## src/rtl/_btn_debounce.sv

```systemverilog
// Push-button conditioner: 2-flop synchroniser, bounce filter FSM, and registered level and edge pulses.
// Define DEBOUNCE_FALL_EDGE_EN to add the fall_pulse output and its register.
module _btn_debounce #(
    parameter int unsigned STABLE_CNT = 50000,
    parameter int unsigned CNT_W      = 16,
    parameter logic        RST_LEVEL  = 1'b0
) (
    input  logic clk,
    input  logic reset_n,
    input  logic btn_in,
    output logic level_out,
    output logic rise_pulse
`ifdef DEBOUNCE_FALL_EDGE_EN
    ,
    output logic fall_pulse
`endif
);

    typedef enum logic [1:0] {
        S_LOW     = 2'd0,
        S_WAIT_HI = 2'd1,
        S_HIGH    = 2'd2,
        S_WAIT_LO = 2'd3
    } state_t;

    localparam state_t           S_RESET  = RST_LEVEL ? S_HIGH : S_LOW;
    localparam logic [CNT_W-1:0] CNT_LAST = CNT_W'(STABLE_CNT - 1);
    localparam logic [CNT_W-1:0] CNT_ONE  = CNT_W'(1);
    localparam logic [CNT_W-1:0] CNT_ZERO = CNT_W'(0);

    logic             r_sync_ff1;
    logic             r_sync_ff2;
    logic             w_btn_sync;
    state_t           r_state;
    state_t           w_state_nxt;
    logic [CNT_W-1:0] r_cnt;
    logic [CNT_W-1:0] w_cnt_nxt;
    logic             r_level;
    logic             w_level_nxt;
    logic             r_rise;
    logic             w_rise_nxt;
`ifdef DEBOUNCE_FALL_EDGE_EN
    logic             r_fall;
    logic             w_fall_nxt;
`endif

    assign w_btn_sync = r_sync_ff2;

    // Two-flop synchroniser; the only logic that ever samples the raw button.
    always_ff @(posedge clk or negedge reset_n) begin
        if (!reset_n) begin
            r_sync_ff1 <= RST_LEVEL;
            r_sync_ff2 <= RST_LEVEL;
        end else begin
            r_sync_ff1 <= btn_in;
            r_sync_ff2 <= r_sync_ff1;
        end
    end

    // FSM state, stability counter and registered outputs.
    always_ff @(posedge clk or negedge reset_n) begin
        if (!reset_n) begin
            r_state <= S_RESET;
            r_cnt   <= CNT_ZERO;
            r_level <= RST_LEVEL;
            r_rise  <= 1'b0;
`ifdef DEBOUNCE_FALL_EDGE_EN
            r_fall  <= 1'b0;
`endif
        end else begin
            r_state <= w_state_nxt;
            r_cnt   <= w_cnt_nxt;
            r_level <= w_level_nxt;
            r_rise  <= w_rise_nxt;
`ifdef DEBOUNCE_FALL_EDGE_EN
            r_fall  <= w_fall_nxt;
`endif
        end
    end

    // Next-state logic; any disagreement in a WAIT state restarts the count from zero.
    always_comb begin
        w_state_nxt = r_state;
        w_cnt_nxt   = r_cnt;
        w_level_nxt = r_level;
        w_rise_nxt  = 1'b0;
`ifdef DEBOUNCE_FALL_EDGE_EN
        w_fall_nxt  = 1'b0;
`endif
        case (r_state)
            S_LOW: begin
                if (w_btn_sync) begin
                    w_state_nxt = S_WAIT_HI;
                    w_cnt_nxt   = CNT_ONE;
                end else begin
                    w_cnt_nxt   = CNT_ZERO;
                end
            end
            S_WAIT_HI: begin
                if (!w_btn_sync) begin
                    w_state_nxt = S_LOW;
                    w_cnt_nxt   = CNT_ZERO;
                end else if (r_cnt == CNT_LAST) begin
                    w_state_nxt = S_HIGH;
                    w_cnt_nxt   = CNT_ZERO;
                    w_level_nxt = 1'b1;
                    w_rise_nxt  = 1'b1;
                end else begin
                    w_cnt_nxt   = r_cnt + CNT_ONE;
                end
            end
            S_HIGH: begin
                if (!w_btn_sync) begin
                    w_state_nxt = S_WAIT_LO;
                    w_cnt_nxt   = CNT_ONE;
                end else begin
                    w_cnt_nxt   = CNT_ZERO;
                end
            end
            S_WAIT_LO: begin
                if (w_btn_sync) begin
                    w_state_nxt = S_HIGH;
                    w_cnt_nxt   = CNT_ZERO;
                end else if (r_cnt == CNT_LAST) begin
                    w_state_nxt = S_LOW;
                    w_cnt_nxt   = CNT_ZERO;
                    w_level_nxt = 1'b0;
`ifdef DEBOUNCE_FALL_EDGE_EN
                    w_fall_nxt  = 1'b1;
`endif
                end else begin
                    w_cnt_nxt   = r_cnt + CNT_ONE;
                end
            end
            default: begin
                w_state_nxt = S_RESET;
                w_cnt_nxt   = CNT_ZERO;
                w_level_nxt = RST_LEVEL;
            end
        endcase
    end

    assign level_out  = r_level;
    assign rise_pulse = r_rise;
`ifdef DEBOUNCE_FALL_EDGE_EN
    assign fall_pulse = r_fall;
`endif

endmodule

```

## config.mk

```make
export PLATFORM = sky130hd
export DESIGN_NAME = _btn_debounce
export DESIGN_NICKNAME = d
export VERILOG_FILES = /design/src/rtl/_btn_debounce.sv
export SDC_FILE = /design/constraint.sdc
export NUM_CORES = 1
export LEC_CHECK = 0
export BUFFER_PORTS_ARGS = -buffer_cell sky130_fd_sc_hd__buf_4
export CELL_PAD_IN_SITES_DETAIL_PLACEMENT = 1
export CELL_PAD_IN_SITES_GLOBAL_PLACEMENT = 2
export CORE_UTILIZATION = 42
export CTS_CLUSTER_DIAMETER = 30
export DETAILED_ROUTE_END_ITERATION = 12
export MAX_ROUTING_LAYER = met4
export PLACE_DENSITY = 0.77
export RECOVER_POWER = 25
export SLEW_MARGIN = 20
export SYNTH_ARGS = -nofsm -noshare
export SYNTH_HDL_FRONTEND = slang
export SYNTH_SLANG_ARGS = --single-unit
```

## constraint.sdc

```tcl
create_clock -name clk -period 3.9 [get_ports clk]
set_clock_uncertainty 0.05 [all_clocks]
set_input_delay 0.585 -clock clk [delete_from_list [all_inputs] [get_ports clk]]
set_output_delay 0.585 -clock clk [all_outputs]
set_load 0.1 [all_outputs]
```

==> results of run 1 <==
## cells in the final DEF, fill, tap and decap left out, drive strengths merged, types with 3 or more instances in the layout
cell | Yosys | routed
buf | 1 | 3
clkbuf | 0 | 5
dfrtp | 22 | 22
inv | 4 | 4
nand2 | 6 | 6
nand3 | 6 | 6
nand4 | 4 | 4
nor2 | 15 | 15
nor3 | 5 | 5
or4 | 3 | 3
xnor2 | 9 | 9
xor2 | 4 | 4
## layout make-up
cell class | instances | share of cell area
Sequential cell | 22 | 0.492
Multi-Input combinational cell | 69 | 0.407
Clock buffer | 4 | 0.0324
Tap cell | 28 | 0.0313
Timing Repair Buffer | 4 | 0.0235
Inverter | 4 | 0.0134
## report_power, final
group          switching, W  leakage [nW]  internal, W
registers        0.00000297         0.298     0.000231
clock network     0.0000686        0.0210    0.0000569
logic            0.00000934         0.131   0.00000365
## stage by stage
step	power, W	std cells	util	setup slack [ps]	cell area [um^2]
4_1_cts	0.000379	131	0.498	1770	1120
2_1_floorplan	0.000245	96	-	1930	1030
5_1_grt	0.000388	131	0.496	1700	1120
3_3_place_gp	0.000252	127	0.482	1870	1090
6_report	0.000372	131	0.496	1790	1120
3_5_place_dp	0.000253	127	0.482	1810	1090
## state kept, by name, indices dropped and copies added (netlist names), named ones only
register    count
rise_pulse      1
r_sync_ff1      1
r_sync_ff2      1
r_cnt          16
level_out       1
r_state         1
## final timing paths
| kind | end | slack [ps] | cells past startpoint |
|---|---|---|---|
| setup / recovery | flop | 1790 | 3 |
| hold / removal | r_sync_ff2$_DFF_PN0_ | 320 | 0 |
| setup reg to reg | flop | 1790 | 3 |
| hold reg to reg | r_sync_ff2$_DFF_PN0_ | 320 | 0 |
| max in group asynchronous | r_sync_ff2$_DFF_PN0_ | 2660 | 1 |
| min in group asynchronous | r_cnt[13]$_DFF_PN0_ | 430 | 1 |
## layer usage
metal,track usage,vias to the layer above
met3,0.0263,2
met4,0.0811,0
met2,0.284,4
met5,-,-
met1,0.260,346
li1,-,346
## cells by family after synthesis
family	synth area share
buf+inv	0.0254
mux	0.0145
simple gates	0.262
flops	0.533
compound gates	0.0424
xor+xnor	0.110
fa+ha+maj	0.0121
==> results.sh, run 1 <==
export IMPL_path_clk_slew_ps=130
export IMPL_clockBufferDepth=2
export IMPL_crit_family="simple AND/OR/NAND/NOR gates"
export IMPL_cts_sinks=22
export IMPL_synth_net_count=100
export IMPL_slowest_stage="or4b_1"
export IMPL_tns_ps=0
export IMPL_drv_cap=0
export IMPL_wl_met3_um=32
export IMPL_wl_met2_um=895
export IMPL_setup_worst_path_class="flop to flop"
export IMPL_critPathMaxStageDelay_ps=590
export IMPL_worst_path_buf_inv=0
export IMPL_yosys_most_used_dff="dfrtp_1"
export IMPL_synth_top_area_frac=0.533
export IMPL_num_antenna_cells=0
export IMPL_syn_inst=96
export IMPL_power_leakage_nw=0.450
export IMPL_start_kind="flop"
export IMPL_grt_setup_unrepaired="no"
export IMPL_rows=17
export IMPL_antenna_left=0
export IMPL_rr_startpoint="r_cnt[11]$_DFF_PN0_"
export IMPL_wl_per_cell_um=14.8
export IMPL_wl_um=1940
export IMPL_initial_utilization=0.458
export IMPL_drt_iter0_drc=6
export IMPL_cp_arrival_ps=2250
export IMPL_top_layer="met4"
export IMPL_path_cells="or4b_1 -> or4_4 -> mux2_4"
export IMPL_ys_top_cells_by_area="dfrtp_1 53%, xnor2_1 7.6%, nor2_1 5.5%"
export IMPL_cp_required_ps=4040
export IMPL_drc=0
export IMPL_synth_distinct_cells=27
export IMPL_io_pins=5
export IMPL_seqCellArea_um2=551
export IMPL_tightest_slew_ps=1180
export IMPL_timing_fmax_mhz=475
export IMPL_dp_hpwl_um=1410
export IMPL_yosysWarningCount=0
export IMPL_finalCriticalPeriod_ps=2110
export IMPL_cts_hold_buffers_added=0
export IMPL_ys_seq_area_frac=0.533
export IMPL_p_per_area_mw_per_mm2=333
export IMPL_relSlewSlack=0.216
export IMPL_synth_edff_count=0
export IMPL_synth_seq_cells=22
export IMPL_syn_to_final_growth_pct=8.36
export IMPL_firstDrtPassIters=3
export IMPL_drive_gt1_frac=0.146
export IMPL_numCtsBuffers=3
export IMPL_post_cts_buffers=0
export IMPL_htreeDepth=1
export IMPL_netlist_area_mm2=0.00103
export IMPL_final_setup_viol_count=0
export IMPL_crit_start="r_cnt[11]$_DFF_PN0_"
export IMPL_nets=108
export IMPL_grt_pass1_wl_um=3540
export IMPL_core_mm2=0.00225
export IMPL_cts_repair_resized=0
export IMPL_fp_dieW_um=51.6
export IMPL_timing_hold_worst_class="flop to flop"
export IMPL_synthTopCellsByCount="22 x dfrtp_1, 15 x nor2_1, 9 x xnor2_1"
export IMPL_grt_max_degree=23
export IMPL_yosys_area_top_type="dfrtp_1"
export IMPL_gp_congestion=0.707
export IMPL_multi_input_area_um2=455
export IMPL_async_flop_share=1.00
export IMPL_whs_ps=315
export IMPL_die_y_um=51.6
export IMPL_insertion_delay_ps=310
export IMPL_vias=698
export IMPL_n_fill_cell=261
export IMPL_track_usage=0.190
export IMPL_grt_pass1_vias=751
export IMPL_routedLengthMet1_um=990
export IMPL_die_area_mm2=0.00266
export IMPL_grt_ovfl_total=0
export IMPL_hold_start="r_sync_ff1$_DFF_PN0_"
export IMPL_numPortBuffers=4
export IMPL_final_max_slew_viol_count=0
export IMPL_endpoint_kind="flop"
export IMPL_cts_root_buf="clkbuf_4"
export IMPL_avgViaCountPerCell=5.33
export IMPL_cts_tree="built"
export IMPL_synth_avg_cell_area_um2=10.8
export IMPL_antenna_found_initial=0
export IMPL_hold_viol=0
export IMPL_post_route_period_util=0.540
export IMPL_vdd_ir_drop_max_mv=0.205
export IMPL_status="completed"
export IMPL_path_max_fanout=6
export IMPL_synth_most_common_cell="dfrtp_1"
No activity file was read; power rests on OpenSTA's default activity.
==> run 2, diff against run 1 <==
- CORE_UTILIZATION: 42 -> 35
- PLACE_DENSITY: 0.77 -> 0.68
- clock period: 3.9 -> 1.8 ns (I/O delays scaled with it)
==> results.sh, run 2 (same netlist as run 1, synthesis figures left out) <==
export IMPL_relSlewSlack=0.186
export IMPL_post_route_period_util=1.08
export IMPL_htreeDepth=1
export IMPL_critPathMaxStageDelay_ps=550
export IMPL_path_clk_slew_ps=130
export IMPL_insertion_delay_ps=310
export IMPL_p_sw_w=0.000196
export IMPL_drv_cap=0
export IMPL_start_kind="flop"
export IMPL_largest_register_ffs=16
export IMPL_hold_viol=0
export IMPL_timing_fmax_mhz=513
export IMPL_fin_ws_ps=-151
export IMPL_firstDrtPassIters=2
export IMPL_drc=0
export IMPL_slowest_stage="or4b_4"
export IMPL_multi_input_area_um2=504
export IMPL_numPortBuffers=4
export IMPL_seqCellArea_um2=552
export IMPL_num_antenna_cells=0
export IMPL_vias=803
export IMPL_gp_congestion=0.709
export IMPL_avgViaCountPerCell=5.21
export IMPL_mostFrequentLayoutCells="21 x dfrtp_1, 19 x buf_4, 9 x xnor2_1, 9 x nor2_2, 6 x nand2_1"
export IMPL_setup_worst_path_class="flop to flop"
export IMPL_timing_hold_worst_class="flop to flop"
export IMPL_fp_dieW_um=56.3
export IMPL_io_pins=5
export IMPL_power_share_clock=0.407
export IMPL_final_max_slew_viol_count=0
export IMPL_path_cells="or4b_4 -> or4_4 -> nand3_4 -> clkbuf_16 -> nor2_1"
export IMPL_wl_um=2450
export IMPL_power_leakage_nw=0.572
export IMPL_dp_hpwl_um=1760
export IMPL_drive_gt1_frac=0.382
export IMPL_path_max_fanout=7
export IMPL_tightest_slew_ps=1220
export IMPL_grt_setup_unrepaired="yes"
export IMPL_whs_ps=324
export IMPL_p_int_w=0.000748
export IMPL_numCtsBuffers=3
export IMPL_drt_iter0_drc=4
export IMPL_rows=19
export IMPL_die_y_um=56.3
export IMPL_cts_sinks=22
export IMPL_nets=128
export IMPL_grt_ovfl_total=0
export IMPL_combPwrFrac=0.053
export IMPL_die_area_mm2=0.00317
export IMPL_grt_max_degree=23
export IMPL_sequentialPowerShare=0.540
export IMPL_core_mm2=0.00278
export IMPL_cts_root_buf="clkbuf_4"
export IMPL_grt_pass1_vias=826
export IMPL_grt_pass1_wl_um=4080
export IMPL_wl_per_cell_um=15.9
export IMPL_cts_tree="built"
export IMPL_layout_commonest_cell="dfrtp_1"
export IMPL_antenna_found_initial=0
export IMPL_final_setup_viol_count=18
export IMPL_track_usage=0.174
export IMPL_regMostFlops="r_cnt"
export IMPL_status="complete, but fails checks"
export IMPL_antenna_left=0
export IMPL_cp_arrival_ps=2120
export IMPL_vdd_ir_drop_max_mv=0.481
export IMPL_endpoint_kind="flop"
export IMPL_clockBufferDepth=2
export IMPL_cp_required_ps=1970
export IMPL_initial_utilization=0.371
export IMPL_finalCriticalPeriod_ps=1950
export IMPL_switching_share=0.208
export IMPL_p_per_area_mw_per_mm2=687
export IMPL_violations="negative setup slack"
export IMPL_syn_to_final_growth_pct=33.1
export IMPL_pre_cts_slack_ps=-169
export IMPL_n_fill_cell=313
[run 2: cell count changes in the layout (fill, tap and decap cells not counted), sizes merged]
cell         before  now
bufinv            0    1
dlygate4sd3       0    2
buf               3   20
[run 2: critical path, delay by kind of cell (launching register included)]
family	cells	cell delay [ps]
simple gates	4	1240
flops	1	400
buf+inv	1	170
[run 2: path summary, 6_finish.rpt]
check	start	endpoint	slack [ps]	depth (start not counted)
max in group asynchronous	reset_n	r_cnt[0]$_DFF_PN0_	230	2
min in group asynchronous	reset_n	rise_pulse$_DFF_PN0_	670	2
min reg2reg	r_sync_ff1$_DFF_PN0_	r_sync_ff2$_DFF_PN0_	320	0
min	r_sync_ff1$_DFF_PN0_	r_sync_ff2$_DFF_PN0_	320	0
max	r_cnt[13]$_DFF_PN0_	r_cnt[1]$_DFF_PN0_	-150	5
max reg2reg	r_cnt[13]$_DFF_PN0_	r_cnt[1]$_DFF_PN0_	-150	5
[run 2: routing by layer]
metal / wire (um) / up-vias / global-route usage
met5: 0 / - / -
met4: 16 / 0 / 0.0523
met3: 29 / 2 / 0.0276
met2: 1210 / 3 / 0.269
met1: 1190 / 410 / 0.238
li1: - / 388 / -
[run 2: through the flow]
stage / std cells / util / setup TNS (ps) / cell area, um^2 / total power, W
finish: 154 / 0.494 / -2300 / 1370 / 0.000944
global route: 154 / 0.494 / -2780 / 1370 / 0.000978
CTS: 152 / 0.467 / -2250 / 1300 / 0.000945
detailed placement: 145 / 0.437 / -2420 / 1210 / 0.000557
global placement: 145 / 0.437 / -1520 / 1210 / 0.000555
floorplan: 96 / - / -1230 / 1030 / 0.000531
[run 2: cell type report]
cell class,instances,area share
Sequential cell,22,0.402
Multi-Input combinational cell,69,0.367
Timing Repair Buffer,24,0.154
Tap cell,31,0.0282
Clock inverter,1,0.0219
Clock buffer,3,0.0164
Inverter,4,0.0109
[run 2: power by group through the flow]
| stage | Combinational [W] | Sequential [W] | Clock, W |
|---|---|---|---|
| floorplan | 0.0000163 | 0.000515 | 0 |
| global placement | 0.0000377 | 0.000518 | 0 |
| detailed placement | 0.0000391 | 0.000518 | 0 |
| CTS | 0.0000427 | 0.000509 | 0.000394 |
| global route | 0.0000551 | 0.000511 | 0.000412 |
| finish | 0.0000505 | 0.000510 | 0.000384 |
[run 2: timing repair]
action / CTS / global route
buffers inserted: 1 / 1
gates cloned: 0 / 1
endpoints found under the hold margin: 23 / 0
gates resized for setup: 1 / 15
hold buffers: 2 / 0
setup endpoints to repair: 19 / 19
pin swaps: 2 / 1
==> run 3, diff against run 2 <==
- CORE_UTILIZATION: 35 -> 37
- CTS_BUF_LIST: not set -> sky130_fd_sc_hd__clkbuf_4 sky130_fd_sc_hd__clkbuf_8
- PLACE_DENSITY: 0.68 -> 0.72
==> results.sh, run 3 (same netlist as run 1, synthesis figures left out) <==
export IMPL_start_kind="flop"
export IMPL_die_y_um=54.8
export IMPL_drv_cap=0
export IMPL_grt_pass1_wl_um=3690
export IMPL_place_area_mm2=0.00119
export IMPL_violations="negative setup slack"
export IMPL_holdPathStages=0
export IMPL_die_area_mm2=0.00301
export IMPL_place_inst=141
export IMPL_grt_pass1_vias=762
export IMPL_firstDrtPassIters=2
export IMPL_status="complete, but fails checks"
export IMPL_num_antenna_cells=0
export IMPL_path_clk_slew_ps=120
export IMPL_hold_viol=0
export IMPL_wl_per_cell_um=15.0
export IMPL_rows=18
export IMPL_dp_hpwl_um=1550
export IMPL_post_route_period_util=1.07
export IMPL_seqCellArea_um2=552
export IMPL_final_max_slew_viol_count=0
export IMPL_insertion_delay_ps=310
export IMPL_rrSetupSlack_ps=-130
export IMPL_layout_commonest_cell="dfrtp_1"
export IMPL_cp_required_ps=1960
export IMPL_fp_dieW_um=54.8
export IMPL_fin_ws_ps=-131
export IMPL_htreeDepth=1
export IMPL_whs_ps=314
export IMPL_ff2ff_path_depth=5
export IMPL_drt_iter0_drc=2
export IMPL_reg2reg_to="r_cnt[4]$_DFF_PN0_"
export IMPL_regMostFlops="r_cnt"
export IMPL_grt_ovfl_total=0
export IMPL_grt_setup_unrepaired="yes"
export IMPL_syn_to_final_growth_pct=27.4
export IMPL_cts_tree="built"
export IMPL_mostFrequentLayoutCells="21 x dfrtp_1, 15 x buf_4, 12 x nor2_1, 9 x xnor2_1, 6 x nand2_1"
export IMPL_core_mm2=0.00257
export IMPL_crit_start="r_cnt[12]$_DFF_PN0_"
export IMPL_final_cell_count_no_fill=149
export IMPL_antenna_left=0
export IMPL_n_fill_cell=287
export IMPL_cp_arrival_ps=2090
export IMPL_rr_startpoint="r_cnt[12]$_DFF_PN0_"
export IMPL_grt_max_degree=23
export IMPL_cts_root_buf="clkbuf_4"
export IMPL_relSlewSlack=0.628
export IMPL_power_leakage_nw=0.547
export IMPL_vias=770
export IMPL_timing_fmax_mhz=518
export IMPL_vdd_ir_drop_max_mv=0.479
export IMPL_drive_gt1_frac=0.311
export IMPL_initial_utilization=0.402
export IMPL_setup_worst_path_class="flop to flop"
export IMPL_path_max_fanout=7
export IMPL_finalCriticalPeriod_ps=1930
export IMPL_fin_area_mm2=0.00132
export IMPL_drc=0
export IMPL_endpoint="r_cnt[4]$_DFF_PN0_"
export IMPL_largest_register_ffs=16
export IMPL_track_usage=0.187
export IMPL_io_pins=5
export IMPL_timing_hold_worst_class="flop to flop"
export IMPL_multi_input_area_um2=492
export IMPL_gp_congestion=0.728
export IMPL_clockBufferDepth=2
export IMPL_endpoint_kind="flop"
export IMPL_tightest_slew_ps=558
export IMPL_numCtsBuffers=3
export IMPL_antenna_found_initial=0
export IMPL_cts_sinks=22
export IMPL_wl_um=2240
export IMPL_nets=124
export IMPL_final_setup_viol_count=17
export IMPL_p_per_area_mw_per_mm2=634
export IMPL_avgViaCountPerCell=5.17
export IMPL_numPortBuffers=4
-- run 3: changes by cell type in the layout (fill, tap and decap cells not counted) --
| cell | delta |
|---|---|
| buf_4 | -4 |
| bufinv_16 | -1 |
| clkbuf_1 | -1 |
| clkbuf_2 | +1 |
| clkbuf_8 | +1 |
| nor2_1 | +7 |
| nor2_2 | -8 |
| nor2_4 | +1 |
-- run 3: how the worst min path moves through the flow --
stage,slack (ps),startpoint,end
floorplan,-80,reset_n,asynchronous set/reset pin
global placement,120,reset_n,rise_pulse$_DFF_PN0_
detailed placement,130,reset_n,rise_pulse$_DFF_PN0_
CTS,320,reset_n,rise_pulse$_DFF_PN0_
global route,340,r_sync_ff1$_DFF_PN0_,r_sync_ff2$_DFF_PN0_
finish,310,r_sync_ff1$_DFF_PN0_,r_sync_ff2$_DFF_PN0_
-- run 3: routing by layer --
layer / vias up / wire length [um] / track usage
met2: 6 / 1050 / 0.271
met3: 4 / 38 / 0.0333
met4: 0 / 38 / 0.103
met1: 381 / 1120 / 0.245
met5: - / 0 / -
li1: 379 / - / -
-- run 3: final cells by class --
type,count,area share
inverters,4,0.0114
repair buffers,20,0.139
clock buffers,4,0.0276
well taps,30,0.0285
multi-input cells,69,0.374
flip-flops and latches,22,0.420
-- run 3: critical path: stages (launching register included) --
cell and delay (ps):
dfrtp_1 400, or4b_4 540, or4_4 540, nand3_4 110, clkbuf_16 160, nor2_1 40
-- run 3: repair_timing --
item,CTS,global route
endpoints found under the hold margin,23,0
gates resized for setup,1,9
hold buffers,2,0
pin swaps,3,3
gates cloned,0,1
endpoints found under the setup margin,19,19
setup buffers,1,0
-- run 3: report_power, final --
group	internal [W]	switching (W)
registers	0.000501	0.00000714
clock network	0.000124	0.000155
logic	0.0000215	0.0000259
total	0.000646	0.000188
-- run 3: stage by stage --
stage          setup TNS (ps)  worst slack, ps  total power, W  utilization
6_report                -1980             -131        0.000834        0.512
3_3_place_gp            -2020             -147        0.000554        0.464
4_1_cts                 -2010             -130        0.000839        0.490
5_1_grt                 -2780             -178        0.000869        0.512
3_5_place_dp            -2890             -179        0.000554        0.464
2_1_floorplan           -1230             -145        0.000531            -
